### src/rtl/prog_loader.sv
// Serial program loader: shifts a program into a small instruction memory
// MSB-first, holds the core in reset while loading, and then releases it.
module prog_loader #(
    parameter int unsigned N = 2
) (
    input  logic         clk,
    input  logic         rst,
    input  logic         load_en,
    input  logic         ser_in,
    input  logic         ser_valid,
    input  logic [N-1:0] addr,
    output logic [7:0]   instruction,
    output logic         cpu_hold,
    output logic         busy,
    output logic         done
);

    localparam int unsigned Depth = 2 ** N;

    typedef enum logic [1:0] {
        StIdle,
        StShift,
        StRun
    } state_e;

    state_e       state_q, state_d;
    logic [2:0]   bitcnt_q, bitcnt_d;
    logic [N-1:0] wptr_q, wptr_d;
    logic [7:0]   shift_q, shift_d;
    logic         we;
    logic [7:0]   wdata;
    logic [7:0]   mem_q [Depth];

    // Next-state logic: bit shifting, word completion and state transitions
    always_comb begin
        state_d  = state_q;
        bitcnt_d = bitcnt_q;
        wptr_d   = wptr_q;
        shift_d  = shift_q;
        we       = 1'b0;
        wdata    = {shift_q[6:0], ser_in};

        unique case (state_q)
            StIdle, StRun: begin
                if (load_en) begin
                    state_d  = StShift;
                    bitcnt_d = '0;
                    wptr_d   = '0;
                    shift_d  = '0;
                end
            end
            StShift: begin
                // load_en low wins over a valid bit: partial word is dropped
                if (!load_en) begin
                    state_d = StIdle;
                end else if (ser_valid) begin
                    shift_d  = wdata;
                    bitcnt_d = bitcnt_q + 3'd1;
                    if (bitcnt_q == 3'd7) begin
                        we     = 1'b1;
                        wptr_d = wptr_q + N'(1);
                        if (wptr_q == {N{1'b1}}) begin
                            state_d = StRun;
                        end
                    end
                end
            end
            default: state_d = StIdle;
        endcase
    end

    // State and counter registers with asynchronous clear
    always_ff @(posedge clk or posedge rst) begin
        if (rst) begin
            state_q  <= StIdle;
            bitcnt_q <= '0;
            wptr_q   <= '0;
            shift_q  <= '0;
        end else begin
            state_q  <= state_d;
            bitcnt_q <= bitcnt_d;
            wptr_q   <= wptr_d;
            shift_q  <= shift_d;
        end
    end

    // Program memory; reset wipes every word so stale code never runs
    always_ff @(posedge clk or posedge rst) begin
        if (rst) begin
            mem_q <= '{default: 8'h00};
        end else if (we) begin
            mem_q[wptr_q] <= wdata;
        end
    end

    // Outputs decoded purely from registered state
    always_comb begin
        busy        = (state_q == StShift);
        done        = (state_q == StRun);
        cpu_hold    = (state_q != StRun);
        instruction = (state_q == StRun) ? mem_q[addr] : 8'h00;
    end

endmodule

### config.mk
export PLATFORM = sky130hd
export DESIGN_NAME = prog_loader
export DESIGN_NICKNAME = d
export VERILOG_FILES = /design/src/rtl/prog_loader.sv
export SDC_FILE = /design/constraint.sdc
export NUM_CORES = 1
export LEC_CHECK = 0
export CORE_MARGIN = 4
export CORE_UTILIZATION = 40
export DETAILED_ROUTE_END_ITERATION = 6
export SLEW_MARGIN = 15
export SYNTH_ARGS = -nofsm -noshare
export SYNTH_HDL_FRONTEND = slang
export SYNTH_SLANG_ARGS = --single-unit
### constraint.sdc
create_clock -name clk -period 1.7 [get_ports clk]
set_input_delay 0.17 -clock clk [delete_from_list [all_inputs] [get_ports clk]]
set_output_delay 0.17 -clock clk [all_outputs]
set_load 0.1 [all_outputs]
== Word-level counts from Yosys, hierarchy flattened ==
Cells that the tools add are included.

* ROM bits: 0
* Output and inout port bits: 11
* Register bits: 46
* Memories kept: 0
* Bits in writable memories: 0
* Bits in latches: 0

* Bitwise operators: 2
* Equality and inequality tests: 12
* Shift operators: 0
* Multiplexer cells: 30
* Reductions and logical operators: 7
* Magnitude comparators: 3
* $mul: 0
* Add/sub/neg operators: 2
* Divide/modulo/power cells: 0

{| class="wikitable"
|+ Operators by type and width
! cell !! number
|-
| $bwmux 32 || 1
|-
| $mux 8 || 4
|-
| $mux 7 || 3
|-
| $mux 2 || 9
|-
| $bmux 8 s2 || 1
|-
| $demux 8 s2 || 1
|-
| $pmux 7 s2 || 1
|-
| $mux 3 || 3
|-
| $ne 2x2->1 const B || 4
|-
| $pmux 2 s2 || 2
|-
| $reduce_and 4->1 || 2
|-
| $ge 3x3->1 const B || 2
|-
| $ne 3x2->1 const B || 2
|-
| $not 2->3 || 2
|-
| $pmux 3 s2 || 1
|-
| $reduce_and 5->1 || 1
|-
| $eq 2x2->1 const B || 2
|-
| $mux 1 || 4
|-
| $add 3x1->3 const B || 1
|-
| $eq 3x3->1 const B || 1
|-
| $lt 3x1->1 const B || 1
|-
| $ne 3x3->1 const B || 1
|-
| $add 2x1->2 const B || 1
|-
| $eq 2x1->1 const B || 1
|-
| 5 further kinds || 5
|}

== Depth between registers and ports, before layout ==
Gate-level depths: netlist of run 1.

* Depth in word-level cells: 6
* Gate-level depth with buffers: 6

== Worst setup path before layout of run 1 ==
Ideal clock, no wire load.

* Kind: register -> register
* Start point: register state_q[0]
* End point: register bitcnt_q[0]
* Setup slack: -0.800 ns
* Period minus slack after synthesis: 2.500 ns
* Library setup time: 0.065 ns
* Cell stages (with the launch flop): 5
* Data required time: 1.635 ns
* Arrival: 2.434 ns
* Path through: dfrtp_1 > nor2b_1 > and3_2 > buf_2 > mux2_2

* Elaborated cells between the ends (all ways): 10
* Those cells by class: 5 x eq/ne; 1 x mux; 4 x reduce/logical

{| class="wikitable"
|+ RTL lines
! item !! RTL line !! text
|-
| from (decl) || 26 || <nowiki>state_e state_q, state_d;</nowiki>
|-
| from (signal assigned) || 75 || <nowiki>state_q <= StIdle;</nowiki>
|-
| from (signal assigned) || 80 || <nowiki>state_q <= state_d;</nowiki>
|-
| $eq 2x1->1 (*) || - ||
|-
| named net busy || 14 || <nowiki>output logic busy,</nowiki>
|-
| $ne 2x2->1 (no source line) / $reduce_bool 2->1 (equally long branches) || - ||
|-
| $reduce_and 4->1 (no source line) || - ||
|-
| to (signal assigned) || 81 || <nowiki>bitcnt_q <= bitcnt_d;</nowiki>
|-
| to (decl) || 27 || <nowiki>logic [2:0] bitcnt_q, bitcnt_d;</nowiki>
|}

Mark *: on every way through the listed nets, which the timed path passes. The rest lies on a longest branch.
A chain may end at the register's enable or synchronous reset.

== Final worst setup path of run 1 ==
* Start point: register bitcnt_q[1]
* End point: register mem_q[27] (netlist bit)

* Cells in the longest elaborated chain, start to end: 5

{| class="wikitable"
|+ RTL lines
! item !! RTL line !! text
|-
| $eq 3x3->1 || 59 || <nowiki>if (bitcnt_q == 3'd7) begin</nowiki>
|-
| $mux 1 || 59 ||
|-
| $mux 1 || 56 || <nowiki>end else if (ser_valid) begin</nowiki>
|-
| $mux 1 || 54 || <nowiki>if (!load_en) begin</nowiki>
|-
| $mux 1 || 43 || <nowiki>unique case (state_q)</nowiki>
|-
| to (signal, indexed assignment) || 92 || <nowiki>mem_q[wptr_q] <= wdata;</nowiki>
|-
| to (decl) || 32 || <nowiki>logic [7:0] mem_q [Depth];</nowiki>
|}

Every way passes these cells.

==> results of run 1 <==
## per-stage QoR
step	std cells	area, sq um
2_1_floorplan	143	2270
3_3_place_gp	238	2710
3_5_place_dp	238	2710
4_1_cts	252	2920
5_1_grt	259	2980
6_report	259	2980
## final timing paths
kind | start | to | cells after the start
max | bitcnt_q[1] | mem_q[27] | 5
min | rst | mem_q[11] | 3
max reg2reg | bitcnt_q[1] | mem_q[27] | 5
min reg2reg | mem_q[7] | mem_q[7] | 1
max in group asynchronous | rst | mem_q[23] | 3
min in group clk | mem_q[7] | mem_q[7] | 1
## final cells by class
class,count,area [sq um]
inverter,5,26.3
tap,72,90.1
sequential,46,1150
clock inverter,3,40.0
timing repair buffer,44,522
multi-input combinational,84,1080
clock buffer,5,68.8
fill,458,2490
## placed cells by master (no fill, tap or decap)
cell type         n
dfrtp_1          46
ha_2              1
and3_2            1
nand2b_1          1
mux2_4           24
nand4b_1          1
clkinvlp_4        2
buf_12           14
clkinv_1          1
a21bo_2           1
o21ai_4           1
clkdlybuf4s50_1   4
o211ai_1          1
bufinv_16         1
buf_6             1
ha_1              4
and3_4           11
buf_4            23
and4b_4           1
a32o_1            1
nand2_4           1
ha_4              1
nor2b_1           1
dlygate4sd2_1     2
inv_1             2
nand3_1           1
clkinv_2          2
o21a_1            1
a31oi_1           1
a22o_1            9
mux2_2            9
nor2_2            1
mux4_2            8
nand2_1           1
o22ai_1           1
nor2b_4           1
clkbuf_8          5
## where the power goes
| part | switching [mW] | leakage, nW | internal, mW |
|---|---|---|---|
| clock network | 0.365 | 0.0579 | 0.433 |
| logic | 0.0832 | 0.688 | 0.0767 |
| registers | 0.0130 | 0.638 | 1.10 |
| total | 0.461 | 1.38 | 1.61 |
## worst max-delay path: stages (launching register included)
cell,delay (ps)
dfrtp_1,360
ha_2,200
ha_4,150
and4b_4,250
and3_4,330
mux2_4,330
## cell usage after synthesis, types with 3 or more instances
master / count
inv_1: 5
a22o_1: 9
buf_2: 3
and3_4: 3
dfrtp_1: 46
buf_12: 3
mux4_2: 8
ha_1: 6
and3_1: 8
mux2_2: 9
mux2_4: 24
## registers in the layout (all words and copies together), names as in the netlist
name / cells
mem_q: 32
bitcnt_q: 3
shift_q: 7
state_q: 2
wptr_q: 2
## cell families after synthesis
family	Yosys count	share of synthesized area
flops	46	0.510
simple gates	21	0.0671
fa+ha+maj	6	0.0333
mux	41	0.285
buf+inv	13	0.0449
compound gates	16	0.0599
## per-layer routing
layer  global-route usage  up-vias
met4               0.0535        0
met3               0.0397       11
met2                0.233       24
met1                0.185      683
li1                     -      612
met5                    0        -
## what timing repair did
item,in CTS,in global routing
buffers inserted,6,7
pin swaps,5,4
resized for setup,15,1
setup endpoints to repair,34,35
==> impl_metrics.csv, run 1 <==
group,metric,value,unit
outcome,outcome,"finished, violations left",
outcome,violations,"negative setup slack",
logic_synthesis,synth_flop_cell,"dfrtp_1",
routing,via_per_inst,5.14,
min_path,hold_class,"in -> async",
timing,hold_viol,0,
power_and_ir_drop,ir_drop,387,uV
clock_network,cts_buffer_depth,2,
timing,tightestPinTransition,328,ps
logic_synthesis,ys_warn_count,0,
timing,relSlewSlack,0.780,
clock_network,clk_latency,300,ps
final_layout,post-route-util,0.544,
grt,antenna_found_initial,0,
clock_network,htreeDepth,2,
clock_network,clkSinkCount,46,
logic_synthesis,async_flop_share,1.00,
final_layout,nets,199,
final_layout,diodes,0,
logic_synthesis,ys_seq_area_frac,0.510,
setup_path,cp-start-kind,"register",
logic_synthesis,synth-edff-count,0,
placed_design,pre_cts_ws,-189,ps
timing,setup_viol,24,
floorplanning,rows,27,
routing,drtIter0Drc,85,
routing,wirelength,4660,microns
timing,timing.fmax,576,MHz
floorplanning,die_area,6910,sq um
setup_path,crit_path_end_kind,"register",
routing,dr.pass1.iters,4,
job,cap_violations,0,
timing,skew,3.58,ps
routing,vias,1330,
grt,grt_max_degree,47,
setup_path,reg2reg_slack,-40,ps
power_and_ir_drop,cellPowerDensity,696,nW/um^2
clock_network,cts-root-buf,"clkbuf_8",
grt,grt_pass1_vias,1484,
timing,fin_crit_sh,1.02,
power_and_ir_drop,p_leak,1.38,nW
timing,tns,-463,ps
clock_network,cts_tree,"built",
logic_synthesis,netlist.area_leader.share,0.510,
placed_design,io_buffers,17,
logic_synthesis,avgSynthCellArea,15.8,sq um
final_layout,syn2layout_area_growth,32.1,%
floorplanning,start_util,0.412,
logic_synthesis,synth.cell_area,2260,sq um
clock_network,holdBufCountCts,0,
clock_network,numCtsBuffers,5,
floorplanning,die_h,83.1,microns
placed_design,place_hpwl,3010,microns
routing,wire_per_inst,18.0,microns
logic_synthesis,yosys-top-cells-area,"dfrtp_1 51%, mux2_4 16%, mux4_2 8.0%",
timing,worst_slack,-37.3,ps
logic_synthesis,syn_nets,156,
logic_synthesis,yosys_register_bits,46,
placed_design,place.gp.congestion,0.797,
logic_synthesis,yosys.area.top_type,"dfrtp_1",
grt,grt_usage,0.144,
routing,routed.top_layer,"met4",
final_layout,drive_above_1_share,0.583,
floorplanning,coreArea,5470,sq um
routing,drc,0,
floorplanning,io_pins,18,
clock_network,clk_pin_slew,80,ps
setup_path,crit_fanout,8,
logic_synthesis,synth_cell_types,27,
setup_path,worstSetupPathType,"reg -> reg",
setup_path,crit_arrival,1930,ps
timing,rsz0062_at_grt,"true",
setup_path,worstPathRequired,1890,ps
routing,m1WireLength,2120,microns
routing,wl_met3,150,microns
logic_synthesis,syn_inst,143,
power_and_ir_drop,p_total,2.07,mW
timing,hold_ws,209,ps
timing,layout_min_cycle_time,1740,ps
grt,grt.overflow.total,0,
routing,route.met2.wl,2300,microns
grt,grt_first_pass_wirelength,7770,microns
timing,slew_violations,0,
routing,ant_nets,0,
floorplanning,die_x,83.1,microns
Note: power is estimated with default switching activity, not from simulation.
==> inputs of run 2 (changes only) <==
CTS_CLUSTER_DIAMETER = 60   (was default)
TNS_END_PERCENT = 20   (was default)
==> run 2 against run 1 <==
The run still ends with negative setup slack left; non-clock buffer count is 11 lower; register-to-register slack hardly changed; total power is 6.7% lower; setup slack hardly changed; core utilization is 2.1 points lower; critical endpoint is now mem_q[29]; worst hold slack worse by 7.9 ps; count of clock-buffer cells in the layout is 2 higher; flip-flop and latch count stayed put; cell area is 3.8% lower; sequential share of layout area is 1.5 points higher; critical path type unchanged; first-iteration DRC count is 13% higher.
==> impl_metrics.csv, run 2 (synthesized netlist as in run 1, its figures left out) <==
group,metric,value,unit
timing,fin_crit_sh,1.02,
final_layout,layout_commonest_cell,"dfrtp_1",
setup_path,crit_fanout,8,
floorplanning,die_h,83.1,microns
power_and_ir_drop,ir_drop,404,uV
grt,gr-usage-met1,0.193,
timing,setup_viol,24,
final_layout,diodes,0,
placed_design,pre_cts_ws,-192,ps
grt,grt.overflow.total,0,
clock_network,cts_tree,"built",
final_layout,mostFrequentLayoutCells,"46 x dfrtp_1, 24 x mux2_4, 14 x buf_12",
timing,hold_viol,0,
clock_network,clk_latency,300,ps
placed_design,place_hpwl,3070,microns
grt,top_usage_layer,"met2",
routing,dr.pass1.iters,4,
clock_network,htreeDepth,2,
clock_network,clk_pin_slew,80,ps
placed_design,place_area,2690,sq um
final_layout,final_cell_area,2870,sq um
timing,hold_ws,201,ps
final_layout,drive_above_1_share,0.551,
grt,antenna_found_initial,0,
routing,vias,1330,
placed_design,io_buffers,17,
job,cap_violations,0,
clock_network,cts_buffer_depth,2,
grt,grt_first_pass_wirelength,7820,microns
timing,tightestPinTransition,515,ps
power_and_ir_drop,p_total,1.93,mW
setup_path,crit_path_end_kind,"register",
grt,grt_pass1_vias,1431,
final_layout,post-route-util,0.524,
outcome,outcome,"finished, violations left",
placed_design,place.gp.congestion,0.806,
timing,tns,-550,ps
floorplanning,start_util,0.412,
setup_path,crit_arrival,1920,ps
grt,grt_max_degree,47,
setup_path,cp-start-kind,"register",
grt,use_met2,0.233,
floorplanning,rows,27,
setup_path,worstPathRequired,1880,ps
floorplanning,io_pins,18,
routing,ant_nets,0,
timing,rsz0062_at_grt,"true",
routing,wirelength,4570,microns
timing,slew_violations,0,
floorplanning,die_area,6910,sq um
routing,drc,0,
final_layout,fin_cells,248,
power_and_ir_drop,cellPowerDensity,675,nW/um^2
timing,skew,4.42,ps
grt,met3_usage,0.0387,
grt,grt_usage,0.145,
final_layout,nets,188,
floorplanning,coreArea,5470,sq um
final_layout,largest_reg_flops,32,
min_path,hold_class,"in -> async",
setup_path,worstSetupPathType,"reg -> reg",
timing,timing.fmax,576,MHz
routing,drtIter0Drc,96,
power_and_ir_drop,p_leak,1.31,nW
final_layout,reg_top3,"mem_q x32, shift_q x7, bitcnt_q x3",
floorplanning,die_x,83.1,microns
final_layout,regMostFlops,"mem_q",
timing,relSlewSlack,0.657,
clock_network,numCtsBuffers,5,
outcome,violations,"negative setup slack",
clock_network,cts-root-buf,"clkbuf_8",
timing,layout_min_cycle_time,1740,ps
routing,via_per_inst,5.36,
timing,worst_slack,-37.5,ps
routing,wire_per_inst,18.4,microns
setup_path,startpoint,"bitcnt_q[1]",
placed_design,dp.cells,236,
clock_network,clkSinkCount,46,
final_layout,syn2layout_area_growth,27.1,%
setup_path,r2r_start,"bitcnt_q[1]",
-- run 2: metal layers --
metal  routed length (microns)  vias to the layer above  share of wire
met5                         0                        -              0
met4                        57                        0          0.012
met3                       191                        6          0.042
met2                      2240                       26           0.49
met1                      2080                      700           0.45
li1                          -                      598              -
-- run 2: worst max-delay path: stages, from the launching register on --
cell and delay, ps:
dfrtp_1 370, ha_2 200, ha_4 130, and4b_4 260, and3_4 330, mux2_4 330
-- run 2: final timing paths --
kind / end / slack (ps) / depth (start not counted)
worst min-delay path: mem_q[11] / 200 / 3
worst min register to register: mem_q[2] / 510 / 1
min in group clk: mem_q[2] / 510 / 1
worst max register to register: mem_q[29] / -40 / 5
max in group asynchronous: mem_q[30] / 1270 / 3
worst max-delay path: mem_q[29] / -40 / 5
-- run 2: layout make-up --
type	instances	area [sq um]
fill	481	2610
sequential	46	1150
multi-input combinational	84	1070
timing repair buffer	33	439
tap	72	90.1
clock buffer	7	86.3
inverter	5	26.3
clock inverter	1	5.00
-- run 2: repair_timing --
item	CTS	global route
hold buffers	0	0
endpoints found under the hold margin	0	0
setup endpoints to repair	33	35
buffers inserted	3	1
resized for setup	12	3
pin swaps	4	3
-- run 2: power by group --
group,internal [mW],switching [mW],total (mW)
sequential,1.10,0.0129,1.12
combinational,0.0665,0.0777,0.144
clock,0.328,0.346,0.674
total,1.50,0.436,1.93
==> inputs of run 3 (changes only) <==
clock period = 2.1 ns   (was 1.7 ns; I/O delays follow)
==> run 3 against run 2 <==
The run now ends clean; cell area fell by 6.7%; sequential share of layout area grew 2.9 points; via count is 3.5% lower; count of clock-buffer cells in the layout unchanged; wire length is 6.9% lower; worst hold slack better by 160 ps; total power shrank 20%; first-iteration DRC count down 50%; non-clock buffer count decreased by 11; sequential power down 19%; critical endpoint is now instruction[1].
==> impl_metrics.csv, run 3 (synthesized netlist as in run 1, its figures left out) <==
group,metric,value,unit
routing,dr.pass1.iters,4,
final_layout,nets,177,
routing,via_per_inst,5.41,
final_layout,mostFrequentLayoutCells,"46 x dfrtp_1, 24 x mux2_4, 11 x buf_12",
routing,routed.top_layer,"met4",
clock_network,post_cts_resize_count,0,
setup_path,crit_path_max_incr_delay,660,ps
final_layout,syn2layout_area_growth,18.6,%
routing,drc,0,
timing,relSlewSlack,0.614,
routing,wirelength,4260,microns
routing,vias,1283,
final_layout,regMostFlops,"mem_q",
power_and_ir_drop,ir_drop,277,uV
grt,antenna_found_initial,0,
job,cap_violations,0,
grt,grt_first_pass_wirelength,7130,microns
routing,ant_nets,0,
placed_design,place.gp.congestion,0.733,
final_layout,final_cell_area,2680,sq um
floorplanning,io_pins,18,
min_path,hold_class,"in -> async",
floorplanning,die_area,6910,sq um
timing,hold_viol,0,
setup_path,crit_fanout,5,
routing,wl_met3,134,microns
clock_network,clk_latency,290,ps
floorplanning,rows,27,
final_layout,reg_top3,"mem_q x32, shift_q x7, bitcnt_q x3",
grt,grt.overflow.total,0,
final_layout,n_fill_cell,490,
setup_path,cp-start-kind,"primary input",
timing,setup_viol,0,
timing,slew_violations,0,
setup_path,crit_arrival,1800,ps
setup_path,crit_family,"buffers and inverters",
routing,route.met2.wl,2180,microns
final_layout,fin_cells,237,
grt,grt_pass1_vias,1356,
power_and_ir_drop,p_leak,1.27,nW
power_and_ir_drop,pwr-share-clk,0.355,
clock_network,holdBufCountCts,0,
clock_network,cts_tree,"built",
grt,grt_max_degree,47,
outcome,outcome,"complete, no violations",
placed_design,place_hpwl,2890,microns
clock_network,clk_pin_slew,80,ps
final_layout,largest_reg_flops,32,
final_layout,layout_commonest_cell,"dfrtp_1",
final_layout,post-route-util,0.489,
setup_path,cp_num_buf_inv,2,
clock_network,cts_buffer_depth,2,
clock_network,cts-root-buf,"clkbuf_8",
timing,fin_crit_sh,0.958,
placed_design,dp.cells,229,
routing,m1WireLength,1880,microns
setup_path,r2r_start,"bitcnt_q[0]",
setup_path,worstPathRequired,1890,ps
floorplanning,coreArea,5470,sq um
timing,tightestPinTransition,578,ps
timing,skew,6.47,ps
timing,timing.fmax,497,MHz
timing,worst_slack,88.7,ps
routing,wire_per_inst,18.0,microns
timing,tns,0,ps
clock_network,htreeDepth,2,
power_and_ir_drop,seq_power_share,0.585,
clock_network,post_cts_buffers,0,
placed_design,pre_cts_ws,68.8,ps
grt,grt_usage,0.133,
power_and_ir_drop,internal_power,1.19,mW
power_and_ir_drop,netSwitchingPower,0.349,mW
setup_path,worstSetupPathType,"in -> out",
final_layout,diodes,0,
floorplanning,start_util,0.412,
routing,drtIter0Drc,48,
power_and_ir_drop,cellPowerDensity,577,nW/um^2
power_and_ir_drop,switching_share,0.226,
placed_design,io_buffers,17,
floorplanning,die_x,83.1,microns
clock_network,clkSinkCount,46,
timing,hold_ws,357,ps
power_and_ir_drop,power_frac_comb,0.059,
setup_path,startpoint,"addr[1]",
timing,layout_min_cycle_time,2010,ps
floorplanning,die_h,83.1,microns
power_and_ir_drop,p_total,1.54,mW
setup_path,crit_chain,"clkdlybuf4s50_1 -> mux4_2 -> and3_1 -> buf_12",
clock_network,numCtsBuffers,5,
setup_path,critPathSlowestCell,"clkdlybuf4s50_1",
timing,rsz0062_at_grt,"false",
final_layout,drive_above_1_share,0.442,
placed_design,place_area,2580,sq um
setup_path,crit_path_end_kind,"output port",
==> run 3: final cells by class <==
| class | instances | area, sq um | share of cell area |
|---|---|---|---|
| clock buffers | 7 | 86.3 | 0.0323 |
| repair buffers | 22 | 318 | 0.119 |
| clock inverters | 1 | 5.00 | 0.00187 |
| flip-flops and latches | 46 | 1150 | 0.430 |
| multi-input cells | 84 | 1010 | 0.376 |
| inverters | 5 | 18.8 | 0.00702 |
| well taps | 72 | 90.1 | 0.0337 |
==> run 3: metal layers <==
metal,vias up,global-route usage
met5,-,0
met4,0,0.0446
met3,8,0.0308
met2,25,0.216
met1,681,0.175
li1,569,-
==> run 3: power by group through the flow <==
stage	sequential (mW)	clock, mW	combinational [mW]
final	0.903	0.548	0.0917
after global routing	0.905	0.607	0.103
after CTS	0.903	0.567	0.0947
after detailed placement	0.921	0	0.0946
after global placement	0.919	0	0.0907
after floorplan	0.918	0	0.0563
==> run 3: final timing paths <==
kind                       slack, ps  depth (start not counted)             end
max in group asynchronous       1350                          3       mem_q[11]
min reg2reg                      510                          1        mem_q[2]
min                              360                          3     bitcnt_q[2]
min in group clk                 510                          1        mem_q[2]
max reg2reg                      320                          5        mem_q[9]
max                               90                          4  instruction[1]
==> run 3: worst min-delay path, delay by kind of cell <==
kind	cells	cell delay, ps
buffers and inverters	3	900
